--- src/rtl/array_pkg.sv ---
// Shared constants and controller state encoding for the 4x4 systolic array front end.
package array_pkg;

  localparam int N        = 4;
  localparam int FEED_CYC = 2 * N - 1;
  localparam int TW       = $clog2(FEED_CYC);
  localparam int KW       = $clog2(N);

  typedef enum logic [2:0] {
    LOAD  = 3'd0,
    CLR   = 3'd1,
    FEED  = 3'd2,
    FLUSH = 3'd3,
    DRAIN = 3'd4
  } feed_state_e;

endpackage

--- src/rtl/array4x4_feeder_skew_lane.sv ---
// One skewed edge lane: picks the buffer entry for feed step t and opens the
// lane's N-cycle valid window starting at t = LANE.
module skew_lane
  import array_pkg::*;
#(
  parameter int LANE = 0,
  parameter int BW   = 16
) (
  input  logic                 clk,
  input  logic                 rst_n,
  input  logic                 feed_en_i,
  input  logic [TW-1:0]        t_i,
  input  logic signed [BW-1:0] entry_i [N],
  output logic signed [BW-1:0] data_o,
  output logic                 vld_o
);

  logic [TW-1:0]        rel_s;
  logic                 vld_d;
  logic signed [BW-1:0] data_d;
  logic                 vld_q;
  logic signed [BW-1:0] data_q;

  // t below LANE wraps rel_s past N-1, so one compare covers both window edges.
  always_comb begin
    rel_s  = t_i - TW'(LANE);
    vld_d  = feed_en_i && (rel_s < TW'(N));
    data_d = '0;
    if (vld_d) begin
      data_d = entry_i[rel_s[KW-1:0]];
    end else begin
      data_d = '0;
    end
  end

  always_ff @(posedge clk) begin
    if (!rst_n) begin
      vld_q  <= 1'b0;
      data_q <= '0;
    end else begin
      vld_q  <= vld_d;
      data_q <= data_d;
    end
  end

  assign vld_o  = vld_q;
  assign data_o = data_q;

endmodule

--- src/rtl/array4x4_feeder.sv ---
// Sequencer feeding one buffered A/B matrix pair into the 4x4 systolic array
// with diagonal skew, then sequencing accumulator clear, flush and drain.
module array4x4_feeder
  import array_pkg::*;
#(
  parameter int BW        = 16,
  parameter int FLUSH_CYC = 10,
  parameter int DRAIN_CYC = 17
) (
  input  logic                 clk,
  input  logic                 rst_n,
  input  logic                 in_valid,
  output logic                 in_ready,
  input  logic signed [BW-1:0] in_a_col [N],
  input  logic signed [BW-1:0] in_b_row [N],
  output logic signed [BW-1:0] west_in  [N],
  output logic [N-1:0]         west_vld,
  output logic signed [BW-1:0] north_in [N],
  output logic [N-1:0]         north_vld,
  output logic                 acc_clr,
  output logic                 out_phase,
  output logic                 busy,
  output logic                 done
);

  localparam int CMAX = (FLUSH_CYC > DRAIN_CYC) ? FLUSH_CYC : DRAIN_CYC;
  localparam int CW   = $clog2(CMAX + 1);

  feed_state_e          state_q, state_d;
  logic [KW-1:0]        k_q, k_d;
  logic [TW-1:0]        t_q, t_d;
  logic [CW-1:0]        cnt_q, cnt_d;
  logic                 accept_s;
  logic                 feed_en_s;
  logic                 in_ready_q, busy_q, acc_clr_q, out_phase_q, done_q;

  // a_buf[r][k] holds A[r][k]; b_buf[c][k] holds B[k][c] so each lane sees one row.
  logic signed [BW-1:0] a_buf [N][N];
  logic signed [BW-1:0] b_buf [N][N];

  always_comb begin
    state_d  = state_q;
    k_d      = k_q;
    t_d      = t_q;
    cnt_d    = cnt_q;
    accept_s = in_valid && in_ready_q;
    case (state_q)
      LOAD: begin
        if (accept_s) begin
          if (k_q == KW'(N - 1)) begin
            k_d     = '0;
            state_d = CLR;
          end else begin
            k_d = k_q + 1'b1;
          end
        end else begin
          k_d = k_q;
        end
      end
      CLR: begin
        t_d     = '0;
        state_d = FEED;
      end
      FEED: begin
        if (t_q == TW'(FEED_CYC - 1)) begin
          t_d     = '0;
          cnt_d   = '0;
          state_d = FLUSH;
        end else begin
          t_d = t_q + 1'b1;
        end
      end
      FLUSH: begin
        if (cnt_q == CW'(FLUSH_CYC - 1)) begin
          cnt_d   = '0;
          state_d = DRAIN;
        end else begin
          cnt_d = cnt_q + 1'b1;
        end
      end
      DRAIN: begin
        if (cnt_q == CW'(DRAIN_CYC - 1)) begin
          cnt_d   = '0;
          state_d = LOAD;
        end else begin
          cnt_d = cnt_q + 1'b1;
        end
      end
      default: begin
        state_d = LOAD;
      end
    endcase
  end

  // Control outputs are registered from next-state so they line up with state_q.
  always_ff @(posedge clk) begin
    if (!rst_n) begin
      state_q     <= LOAD;
      k_q         <= '0;
      t_q         <= '0;
      cnt_q       <= '0;
      in_ready_q  <= 1'b0;
      busy_q      <= 1'b0;
      acc_clr_q   <= 1'b0;
      out_phase_q <= 1'b0;
      done_q      <= 1'b0;
    end else begin
      state_q     <= state_d;
      k_q         <= k_d;
      t_q         <= t_d;
      cnt_q       <= cnt_d;
      in_ready_q  <= (state_d == LOAD);
      busy_q      <= (state_d != LOAD);
      acc_clr_q   <= (state_d == CLR);
      out_phase_q <= (state_d == DRAIN);
      done_q      <= (state_d == DRAIN) && (cnt_d == CW'(DRAIN_CYC - 1));
    end
  end

  always_ff @(posedge clk) begin
    if (accept_s) begin
      for (int i = 0; i < N; i++) begin
        a_buf[i][k_q] <= in_a_col[i];
        b_buf[i][k_q] <= in_b_row[i];
      end
    end
  end

  assign feed_en_s = (state_d == FEED);

  for (genvar g = 0; g < N; g++) begin : g_lane
    skew_lane #(.LANE(g), .BW(BW)) u_west (
      .clk       (clk),
      .rst_n     (rst_n),
      .feed_en_i (feed_en_s),
      .t_i       (t_d),
      .entry_i   (a_buf[g]),
      .data_o    (west_in[g]),
      .vld_o     (west_vld[g])
    );
    skew_lane #(.LANE(g), .BW(BW)) u_north (
      .clk       (clk),
      .rst_n     (rst_n),
      .feed_en_i (feed_en_s),
      .t_i       (t_d),
      .entry_i   (b_buf[g]),
      .data_o    (north_in[g]),
      .vld_o     (north_vld[g])
    );
  end

  assign in_ready  = in_ready_q;
  assign busy      = busy_q;
  assign acc_clr   = acc_clr_q;
  assign out_phase = out_phase_q;
  assign done      = done_q;

endmodule
--- config.mk ---
export PLATFORM = sky130hd
export DESIGN_NAME = array4x4_feeder
export DESIGN_NICKNAME = d
export VERILOG_FILES = /design/src/rtl/array_pkg.sv /design/src/rtl/array4x4_feeder_skew_lane.sv /design/src/rtl/array4x4_feeder.sv
export SDC_FILE = /design/constraint.sdc
export NUM_CORES = 1
export LEC_CHECK = 0
export CORE_ASPECT_RATIO = 0.9
export CORE_MARGIN = 2
export CORE_UTILIZATION = 52
export CTS_CLUSTER_DIAMETER = 200
export DETAILED_ROUTE_END_ITERATION = 6
export PLACE_DENSITY = 0.82
export SYNTH_ARGS = -nofsm -noshare
export SYNTH_HDL_FRONTEND = slang
export SYNTH_HIERARCHICAL = 1
export SYNTH_SLANG_ARGS = --single-unit
export TNS_END_PERCENT = 5
--- constraint.sdc ---
create_clock -name clk -period 6 [get_ports clk]
set_clock_uncertainty 0.1 [all_clocks]
set_input_delay 0.6 -clock clk [delete_from_list [all_inputs] [get_ports clk]]
set_output_delay 0.6 -clock clk [all_outputs]
set_load 0.02 [all_outputs]
==> impl_metrics.csv <==
group,metric,value,unit
synthesis,ys_seq_area_share,78.0,%
power,leakage,0.00977,uW
placed_design,io_buffers,271,
synthesis,synth_area_per_cell,20.7,um^2
floorplan,core,45200,um^2
timing,finalHoldViolations,0,
drt,drc_errors,0,
critical_path,worstReg2RegStart,"state_q[1]$_SDFF_PN0_",
cts,clockRootBuffer,"clkbuf_16",
timing,layout_min_cycle_time,3.57,ns
synthesis,synthAdderAreaFrac,0.582,%
drt,dr.pass1.iters,5,
power,powerDensity,325,nW/um^2
timing,max_freq,0.280,GHz
cells_and_area,area_delta_synth_final,23.1,%
timing,setup_violations,0,
critical_path,cp-startpoint,"state_q[1]$_SDFF_PN0_",
timing,max_slew.worst_pin.slew,1.32,ns
power,power_frac_clock,44.5,%
cts,clk_latency,0.58,ns
cells_and_area,post-route-util,64.4,%
synthesis,syn_inst,1140,
power,peakVddDrop,0.261,mV
min_path,hp-class,"reg2reg",
critical_path,start_kind,"register",
power,pwr-share-comb,2.1,%
synthesis,synth_top_cell_area_share,65.0,%
floorplan,rows,74,
critical_path,cp.required,6.42,ns
synthesis,synthMuxAreaShare,12.6,%
placed_design,gp_congestion,0.740,
synthesis,synth.most_common_cell,"edfxtp_1",
cts,cts_buffers,67,
power,p_int,7700,uW
floorplan,initial_core_util,52.3,%
synthesis,async_reset_ff_share,0,%
synthesis,yosys.area_share.xor_xnor,0.259,%
grt,grt_use_total,19.7,%
critical_path,worst-path-max-fanout,104,
grt,antenna_found_initial,3,
critical_path,arrival,3.98,ns
grt,grt_pass1_vias,11900,
power,power,9480,uW
synthesis,synthSimpleGateAreaFrac,4.52,%
placed_design,place_ws,2.39,ns
synthesis,synth_area_leader_cell,"edfxtp_1",
critical_path,worstSetupPathType,"reg2reg",
drt,num_vias,11600,
grt,grt_pass1_wl,69800,um
cells_and_area,drive_gt1_share,12.9,%
placed_design,hpwl,26400,um
cts,clk_pin_slew,0.06,ns
floorplan,ios,272,
synthesis,synth_cell_types,56,
timing,setup_tns,0,ns
cts,ctsResizeCount,0,
cts,h-tree-depth,3,
floorplan,fp.dieH,206,um
timing,relSlewSlack,11.6,%
cts,clockBufferDepth,3,
synthesis,ys_ff_latch,666,
drt,drtIter0Drc,918,
synthesis,synth.area.top_cells,"edfxtp_1 65%, dfxtp_1 13%, mux4_2 5.5%",
power,swShare,18.8,%
synthesis,syn_area,23700,um^2
timing,grt_setup_unrepaired,"false",
drt,vias_per_cell,5.54,
flow_run,maxCapViolations,0,
drt,drt_wl_total,46500,um
cts,cts_setup_buffers,0,
power,p_sw,1780,uW
synthesis,synth_edf_count,512,
timing,layout_setup_ws,2.43,ns
synthesis,syn-num-nets,1282,
min_path,hp-start,"b_buf[0][33]$_DFFE_PP_",
cts,clock_sinks,666,
power,p_seq_share,53.3,%
synthesis,yosysWarnings,6,
synthesis,ys.flop_type,"edfxtp_1",
synthesis,synth_top_family_by_area,"multiplexers",
timing,finalCritPeriodShare,59.4,%
cts,cts_tree,"yes",
cells_and_area,n_fill_cell,3065,
critical_path,end_kind,"register",
cts,hold_buffers,0,
floorplan,die_area,47200,um^2
drt,avgRoutedWirePerCell,22.2,um
floorplan,die_width,229,um
grt,overflow,0,
run_status,status,"completed",
grt,grt_max_degree,105,
timing,final_max_slew_viol_count,0,
drt,antenna_left,0,
synthesis,synth_commonest_cells,"512 x edfxtp_1, 154 x dfxtp_1, 101 x and3_1",
cells_and_area,final_net_count,1577,
synthesis,synth_compound_area_share,1.77,%
cell families (layout without fill, tap and decap cells):
group	after synthesis	count (layout)
flip-flops	666	666
multiplexers	164	164
AND/OR/NAND/NOR	164	164
buffers and inverters	69	415
AO/OA/AOI/OAI	59	59
adder cells (fa/ha/maj)	11	11
XOR/XNOR	7	7
other	0	3
power groups by stage:
stage | Combinational, uW | Sequential [uW] | Clock [uW]
floorplan | 52.0 | 5160 | 0
finish | 202 | 5060 | 4220
global placement | 193 | 5150 | 0
CTS | 205 | 5060 | 4300
detailed placement | 204 | 5150 | 0
global route | 218 | 5060 | 4470
cells in the final DEF (no fill, tap or decap), types with 20 or more instances in the layout:
master / Yosys / routed
and3_1: 101 / 97
mux4_1: 38 / 38
clkbuf_16: 0 / 71
edfxtp_1: 512 / 512
dfxtp_1: 154 / 154
mux2i_1: 67 / 67
mux4_2: 58 / 58
clkdlybuf4s50_1: 0 / 271
clkbuf_1: 15 / 20
o22ai_1: 35 / 33
flip-flops by register name, summed over array words and instances (netlist names):
signal                 flops
g_lane.u_west/data_o      64
cnt_q                      5
g_lane.u_west/vld_o        4
acc_clr                    1
in_ready                   1
g_lane.u_north/vld_o       4
g_lane.u_north/data_o     64
busy                       1
out_phase                  1
b_buf                    256
state_q                    3
a_buf                    256
k_q                        2
t_q                        3
done                       1
per-stage QoR:
stage	instances	cell area, um^2	hold WS [ns]
floorplan	1140	23700	0.379
global placement	1974	26900	0.384
detailed placement	1974	26900	0.417
CTS	2094	29100	0.429
global route	2095	29100	0.451
finish	2097	29100	0.428
metal layers:
| metal | GRT usage [%] | wire length [um] | vias to the layer above |
|---|---|---|---|
| met5 | 0 | 13 | - |
| met4 | 6.98 | 1290 | 2 |
| met3 | 5.20 | 3130 | 91 |
| met2 | 32.7 | 23300 | 377 |
| met1 | 25.3 | 18800 | 5943 |
| li1 | - | - | 5199 |
path summary, 6_finish.rpt:
kind	slack (ns)	cells past startpoint	endpoint
setup reg to reg	2.43	8	g_lane[1].u_north/data_o[12]$_SDFF_PN0_
setup / recovery	2.43	8	g_lane[1].u_north/data_o[12]$_SDFF_PN0_
hold / removal	0.43	2	g_lane[0].u_north/data_o[1]$_SDFF_PN0_
hold reg to reg	0.43	2	g_lane[0].u_north/data_o[1]$_SDFF_PN0_
worst max-delay path: stages, from the launching register on:
cell and delay, ns:
dfxtp_1 0.47, nor3b_1 0.25, a22oi_1 0.13, o22ai_4 0.20
buf_12 0.64, inv_1 0.12, ha_1 0.24, xnor2_1 1.01
and3_1 0.31
layout make-up:
cell class | count | area, um^2 | share of cell area [%]
sequential | 666 | 18500 | 63.4
timing repair buffer | 282 | 2860 | 9.82
antenna | 3 | 7.51 | 0.0258
inverter | 13 | 48.8 | 0.168
multi-input combinational | 405 | 4730 | 16.2
clock buffer | 98 | 1950 | 6.69
clock inverter | 22 | 303 | 1.04
tap | 608 | 761 | 2.61
Note: power is estimated with default switching activity, not from simulation.
